File: src/rtl/bk_sub16_pipe_if.sv
// Valid/ready stream bundle for bk_sub16_pipe: operand side plus result side.
// The slave modport is the subtractor; the master modport is whoever feeds and drains it.
interface bk_sub16_pipe_if;
  logic        in_valid;
  logic        in_ready;
  logic [15:0] a;
  logic [15:0] b;
  logic        bin;
  logic        out_valid;
  logic        out_ready;
  logic [15:0] diff;
  logic        bout;
  logic        ovf;
  logic        zero;

  modport master (
    output in_valid, a, b, bin, out_ready,
    input  in_ready, out_valid, diff, bout, ovf, zero
  );

  modport slave (
    input  in_valid, a, b, bin, out_ready,
    output in_ready, out_valid, diff, bout, ovf, zero
  );
endinterface

File: src/rtl/bk_sub16_pipe.sv
// Pipelined 16-bit subtractor (a - b - bin) on a Brent-Kung prefix carry tree.
// Define BK_SUB16_FLAGS_EN to compute the ovf/zero flags; otherwise both read 0.
module bk_sub16_pipe #(
  parameter int LATENCY = 3
) (
  input logic         clk,
  input logic         rst_n,
  bk_sub16_pipe_if.slave bus
);

  typedef struct packed {
    logic [15:0] p;
    logic [15:0] g;
    logic        cin;
  } pre_t;

  // p keeps the per-bit propagate for the sum; tp/tg hold the tree after up-sweep.
  typedef struct packed {
    logic [15:0] p;
    logic [15:0] tp;
    logic [15:0] tg;
    logic        cin;
  } mid_t;

  // Carry-in is folded into bit 0's generate so the tree yields C[i+1] in tg[i].
  function automatic mid_t up_sweep(input pre_t s);
    mid_t m;
    // NOTE: blocking assignments are right here: each tree level reads the level before it.
    m.p     = s.p;
    m.cin   = s.cin;
    m.tp    = s.p;
    m.tg    = s.g;
    m.tg[0] = s.g[0] | (s.p[0] & s.cin);
    for (int lvl = 0; lvl < 4; lvl++) begin
      for (int i = (2 << lvl) - 1; i < 16; i += (2 << lvl)) begin
        m.tg[i] = m.tg[i] | (m.tp[i] & m.tg[i - (1 << lvl)]);
        m.tp[i] = m.tp[i] & m.tp[i - (1 << lvl)];
      end
    end
    return m;
  endfunction

  // Returns {bout, diff}.
  function automatic logic [16:0] down_sweep(input mid_t m);
    logic [15:0] tg;
    logic [16:0] c;
    tg = m.tg;
    for (int lvl = 2; lvl >= 0; lvl--) begin
      for (int i = (3 << lvl) - 1; i < 16; i += (2 << lvl)) begin
        tg[i] = tg[i] | (m.tp[i] & tg[i - (1 << lvl)]);
      end
    end
    c = {tg, m.cin};
    return {~c[16], m.p ^ c[15:0]};
  endfunction

  pre_t        s1_d;
  pre_t        s1_q;
  mid_t        mid_in;
  logic        v1;
  logic        v3;
  logic        load1;
  logic        load3;
  logic        load_mid;
  logic        mid_valid;
  logic [16:0] res;
  logic [15:0] diff_q;
  logic        bout_q;

  assign s1_d = '{p: bus.a ^ ~bus.b, g: bus.a & ~bus.b, cin: ~bus.bin};

  assign load3         = ~v3 | bus.out_ready;
  assign load1         = ~v1 | load_mid;
  assign bus.in_ready  = load1;
  assign bus.out_valid = v3;

`ifdef BK_SUB16_FLAGS_EN
  logic [1:0] sgn1;
  logic [1:0] sgn_mid;
  logic       ovf_q;
  logic       zero_q;
`endif

  always_ff @(posedge clk or negedge rst_n) begin
    if (!rst_n) v1 <= 1'b0;
    else if (load1) v1 <= bus.in_valid;
  end

  // NOTE: datapath registers behind a valid bit need no reset; only valids and visible outputs do.
  always_ff @(posedge clk) begin
    if (load1 && bus.in_valid) begin
      s1_q <= s1_d;
`ifdef BK_SUB16_FLAGS_EN
      sgn1 <= {bus.a[15], bus.b[15]};
`endif
    end
  end

  generate
    if (LATENCY == 3) begin : g_lat3
      logic v2;
      mid_t s2_q;
`ifdef BK_SUB16_FLAGS_EN
      logic [1:0] sgn2;
      assign sgn_mid = sgn2;
`endif
      assign load_mid  = ~v2 | load3;
      assign mid_in    = s2_q;
      assign mid_valid = v2;

      always_ff @(posedge clk or negedge rst_n) begin
        if (!rst_n) v2 <= 1'b0;
        else if (load_mid) v2 <= v1;
      end

      always_ff @(posedge clk) begin
        if (load_mid && v1) begin
          s2_q <= up_sweep(s1_q);
`ifdef BK_SUB16_FLAGS_EN
          sgn2 <= sgn1;
`endif
        end
      end
    end else if (LATENCY == 2) begin : g_lat2
      // Whole prefix tree sits between S1 and the output stage.
      assign load_mid  = load3;
      assign mid_in    = up_sweep(s1_q);
      assign mid_valid = v1;
`ifdef BK_SUB16_FLAGS_EN
      assign sgn_mid   = sgn1;
`endif
    end else begin : g_bad_latency
      $error("bk_sub16_pipe: LATENCY must be 2 or 3");
    end
  endgenerate

  assign res = down_sweep(mid_in);

  // Output stage resets so the result bus reads 0 and holds while stalled.
  always_ff @(posedge clk or negedge rst_n) begin
    if (!rst_n) begin
      v3     <= 1'b0;
      diff_q <= '0;
      bout_q <= 1'b0;
`ifdef BK_SUB16_FLAGS_EN
      ovf_q  <= 1'b0;
      zero_q <= 1'b0;
`endif
    end else if (load3) begin
      v3 <= mid_valid;
      if (mid_valid) begin
        diff_q <= res[15:0];
        bout_q <= res[16];
`ifdef BK_SUB16_FLAGS_EN
        ovf_q  <= (sgn_mid[1] != sgn_mid[0]) & (res[15] != sgn_mid[1]);
        zero_q <= (res[15:0] == 16'h0000);
`endif
      end
    end
  end

  assign bus.diff = diff_q;
  assign bus.bout = bout_q;
`ifdef BK_SUB16_FLAGS_EN
  assign bus.ovf  = ovf_q;
  assign bus.zero = zero_q;
`else
  assign bus.ovf  = 1'b0;
  assign bus.zero = 1'b0;
`endif

endmodule

File: src/flat_wrapper.sv
// flat-port wrapper written by rule: the top's interface ports become plain ports
module bk_sub16_pipe_flat 
#(
  parameter int LATENCY = 3
)
  (clk, rst_n, bus_in_valid, bus_a, bus_b, bus_bin, bus_out_ready, bus_in_ready, bus_out_valid, bus_diff, bus_bout, bus_ovf, bus_zero);
  bk_sub16_pipe_if bus_i ();
  input logic clk;
  input logic rst_n;
  input wire logic [$bits(bus_i.in_valid)-1:0] bus_in_valid;
  input wire logic [$bits(bus_i.a)-1:0] bus_a;
  input wire logic [$bits(bus_i.b)-1:0] bus_b;
  input wire logic [$bits(bus_i.bin)-1:0] bus_bin;
  input wire logic [$bits(bus_i.out_ready)-1:0] bus_out_ready;
  output wire logic [$bits(bus_i.in_ready)-1:0] bus_in_ready;
  output wire logic [$bits(bus_i.out_valid)-1:0] bus_out_valid;
  output wire logic [$bits(bus_i.diff)-1:0] bus_diff;
  output wire logic [$bits(bus_i.bout)-1:0] bus_bout;
  output wire logic [$bits(bus_i.ovf)-1:0] bus_ovf;
  output wire logic [$bits(bus_i.zero)-1:0] bus_zero;
  assign bus_i.in_valid = bus_in_valid;
  assign bus_i.a = bus_a;
  assign bus_i.b = bus_b;
  assign bus_i.bin = bus_bin;
  assign bus_i.out_ready = bus_out_ready;
  assign bus_in_ready = bus_i.in_ready;
  assign bus_out_valid = bus_i.out_valid;
  assign bus_diff = bus_i.diff;
  assign bus_bout = bus_i.bout;
  assign bus_ovf = bus_i.ovf;
  assign bus_zero = bus_i.zero;
  bk_sub16_pipe #(.LATENCY(LATENCY)) u_core (.clk(clk), .rst_n(rst_n), .bus(bus_i));
endmodule
File: config.mk
export PLATFORM = sky130hd
export DESIGN_NAME = bk_sub16_pipe_flat
export DESIGN_NICKNAME = d
export VERILOG_FILES = /design/src/rtl/bk_sub16_pipe_if.sv /design/src/rtl/bk_sub16_pipe.sv /design/src/flat_wrapper.sv
export SDC_FILE = /design/constraint.sdc
export NUM_CORES = 1
export LEC_CHECK = 0
export CAP_MARGIN = 20
export CORE_MARGIN = 2
export CORE_UTILIZATION = 30
export CTS_CLUSTER_SIZE = 28
export DETAILED_ROUTE_END_ITERATION = 10
export GPL_ROUTABILITY_DRIVEN = 0
export GPL_TIMING_DRIVEN = 0
export PLACE_DENSITY = 0.55
export SYNTH_ARGS = -nofsm -noshare
export SYNTH_HDL_FRONTEND = slang
export SYNTH_SLANG_ARGS = --single-unit
File: constraint.sdc
create_clock -name clk -period 2.5 [get_ports clk]
set_input_delay 0.5 -clock clk [delete_from_list [all_inputs] [get_ports clk]]
set_output_delay 0.5 -clock clk [all_outputs]
set_load 0.03 [all_outputs]
==> impl_metrics.csv <==
group,metric,value,unit
logic_synthesis,synthCells,216,
logic_synthesis,synthSimpleGateAreaFrac,5.468,%
setup_path,cp-start-kind,"primary input",
setup_path,worst_ep_arrival_time,1870,ps
grt,grt_first_pass_wirelength,8.990,mm
logic_synthesis,synth-seq-area-share,74.34,%
timing,drv_slew,0,
run_status,status,"finished, final reports clean",
timing,fin_crit_sh,94.76,%
power_and_ir_drop,p_sw,1.010,mW
clock_network,postCtsSetupRepairBufs,0,
setup_path,crit_required,2000,ps
clock_network,clock_latency,330,ps
die,fp-row-count,39,
power_and_ir_drop,p_leak,1.812,nW
timing,tightestPinTransition,929.3,ps
setup_path,r2r_slack,760,ps
logic_synthesis,ys_ff_latch,90,
setup_path,startpoint,"bus_out_ready",
die,die_h,112.0,µm
logic_synthesis,synth_area,3501,µm²
finish,postLayoutCellArea,4517,µm²
clock_network,clkTransAtPathRegs,60,ps
clock_network,htree_levels,3,
timing,clock_skew,5.887,ps
detailed_routing,wire_per_inst,12.64,µm
finish,final_common_cell,"edfxtp_1",
detailed_routing,drt_pass1_iterations,4,
die,core,11420,µm²
finish,instances_no_fill,431,
grt,first_global_vias,1852,
finish,syn2layout_area_growth,29.02,%
power_and_ir_drop,ir_worst_vdd,0.0003096,V
grt,grt_util_all_layers,9.606,%
setup_path,reg2reg_depth,3,
place,dp_slack,151.0,ps
finish,final_cell_mix,"70 x edfxtp_1, 55 x clkdlybuf4s50_1, 23 x ha_1, 20 x dfrtp_1, 17 x inv_1",
setup_path,r2r_start,"u_core.bus.out_valid",
die,initial_core_util,30.66,%
setup_path,criticalPathCategory,"in2out",
power_and_ir_drop,p_seq_share,50.2,%
hold_path,hp-class,"reg2reg",
setup_path,end_kind,"output pin",
timing,rsz0062_at_grt,"no",
clock_network,cts_resized,0,
detailed_routing,ant_nets,0,
die,pin_count,58,
logic_synthesis,synth_compound_area_share,4.825,%
clock_network,postCtsHoldBufs,0,
place,hpwlAfterDp,3.799,mm
logic_synthesis,synth_top_family_by_area,"adder cells",
power_and_ir_drop,switching_share,26.21,%
timing,fin_crit,2369,ps
finish,post-route-util,39.56,%
logic_synthesis,synth.distinct_cells,27,
clock_network,clk_path_buf_depth,2,
place,placed_cells,415,
clock_network,cts-root-buf,"clkbuf_16",
detailed_routing,drtIter0Drc,40,
timing,max_clock_freq,422.1,MHz
logic_synthesis,synth.avg_cell_area,16.21,µm²
power_and_ir_drop,power_density,853.0,nW/µm²
clock_network,cts_buffers,9,
clock_network,clkSinkCount,90,
logic_synthesis,synth_fa_ha_area_share,8.220,%
grt,antenna_found_initial,0,
timing,slew_headroom,37.85,%
timing,fin_hold_ws,448.2,ps
grt,grt_max_degree,38,
detailed_routing,post-route-drc-count,0,
timing,setup_viol,0,
detailed_routing,vias,1852,
setup_path,rr_endpoint,"u_core.s1_q[7]",
power_and_ir_drop,p_clk_share,32.4,%
logic_synthesis,synth_mux_area_share,2.252,%
power_and_ir_drop,intPower,2.843,mW
timing,finalHoldViolations,0,
finish,layout-drive-gt1-share,10.42,%
place,place_area,4237,µm²
clock_network,cts_tree,"done",
logic_synthesis,synth_xor_area_share,2.252,%
hold_path,whs_path_depth,1,
detailed_routing,viasPerCell,4.297,
power_and_ir_drop,power_frac_comb,17.3,%
finish,nets,343,
die,die_area,12550,µm²
job,timing.max_cap.violations,0,
hold_path,hold_start,"u_core.g_lat3.s2_q[16]",
place,io_buffer_count,55,
finish,n_antenna_cell,0,
logic_synthesis,ys_warn_count,0,
power_and_ir_drop,power.total,3.853,mW
hold_path,holdPathEnd,"u_core.bus.bout",
timing,setup_slack,130.9,ps
detailed_routing,wirelength,5.447,mm
grt,grt_overflow_total,0,
setup_path,crit_fanout,3,
timing,finalSetupTns,0,ps
die,die_width,112.0,µm
-- cell families (layout without fill, tap and decap cells) --
family	count (synthesis)	after routing
multiplexers	7	7
buffers and inverters	21	92
AND/OR/NAND/NOR	39	39
XOR/XNOR	9	9
flip-flops	90	90
other	1	2
adder cells (fa/ha/maj)	23	23
AO/OA/AOI/OAI	26	26
-- power by group through the flow --
| stage | combinational, mW | sequential, mW | clock (mW) |
|---|---|---|---|
| finish | 0.667 | 1.94 | 1.25 |
| global route | 0.733 | 1.96 | 1.35 |
| CTS | 0.685 | 1.94 | 1.28 |
| detailed placement | 0.683 | 1.97 | 0 |
| global placement | 0.675 | 1.97 | 0 |
| floorplan | 0.213 | 2.11 | 0 |
-- worst max-delay path by stage --
stage	endpoint	slack (ps)	cells after the start
2_1_floorplan	u_core.s1_q[0]	270	3
3_3_place_gp	u_core.g_lat3.s2_q[7]	-290	4
3_5_place_dp	bus_in_ready	150	4
4_1_cts	bus_in_ready	140	4
5_1_grt	bus_in_ready	90	4
6_report	bus_in_ready	130	4
-- routing by layer --
layer  global-route usage (%)  vias up  routed length (µm)
met5                        0        -                   0
met4                    5.610        0                 120
met3                    3.186        9                 321
met2                    15.72       45                2668
met1                    11.07      889                2336
li1                         -      909                   -
-- cell type report --
cell class,count,area [µm²]
clock buffers,10,239.0
multi-input cells,106,815.8
flip-flops and latches,90,2603
clock inverters,6,41.29
plain buffers,4,25.02
fillers,1100,6902
inverters,17,63.81
well taps,143,178.9
repair buffers,55,550.5
-- worst max-delay path, stage by stage --
cell             delay (ps)
clkdlybuf4s50_1         420
nor2b_1                 160
nand3_1                 160
clkdlybuf4s50_1         630
-- flip-flops by register name, summed over array words and instances (netlist names) --
| signal | flops |
|---|---|
| u_core.g_lat3.v2 | 1 |
| u_core.g_lat3.s2_q | 37 |
| u_core.bus.bout | 1 |
| u_core.bus.diff | 16 |
| u_core.s1_q | 33 |
| u_core.v1 | 1 |
| u_core.bus.out_valid | 1 |
-- cell usage after synthesis --
cell type | number | area, µm²
xnor2_1 | 2 | 17.52
o21ai_0 | 6 | 30.03
nand3_2 | 1 | 10.01
a21o_1 | 10 | 75.07
buf_4 | 2 | 15.01
nand2_1 | 14 | 52.55
nand4_1 | 1 | 6.260
a41o_1 | 1 | 10.01
and2_1 | 4 | 25.02
a31o_1 | 1 | 8.760
a21oi_1 | 3 | 15.01
nor2_1 | 7 | 26.28
dfrtp_1 | 20 | 500.5
buf_2 | 2 | 10.01
mux2_2 | 7 | 78.83
and2_2 | 1 | 7.510
nor2b_1 | 1 | 6.260
edfxtp_1 | 70 | 2102
nand3_1 | 4 | 20.02
inv_1 | 17 | 63.81
ha_1 | 23 | 287.8
xor2_1 | 7 | 61.31
a221o_1 | 1 | 10.01
o21ai_1 | 4 | 20.02
and3_1 | 2 | 12.51
conb_1 | 1 | 3.750
nand2b_1 | 4 | 25.02
Power figures use the tool's default switching activity.
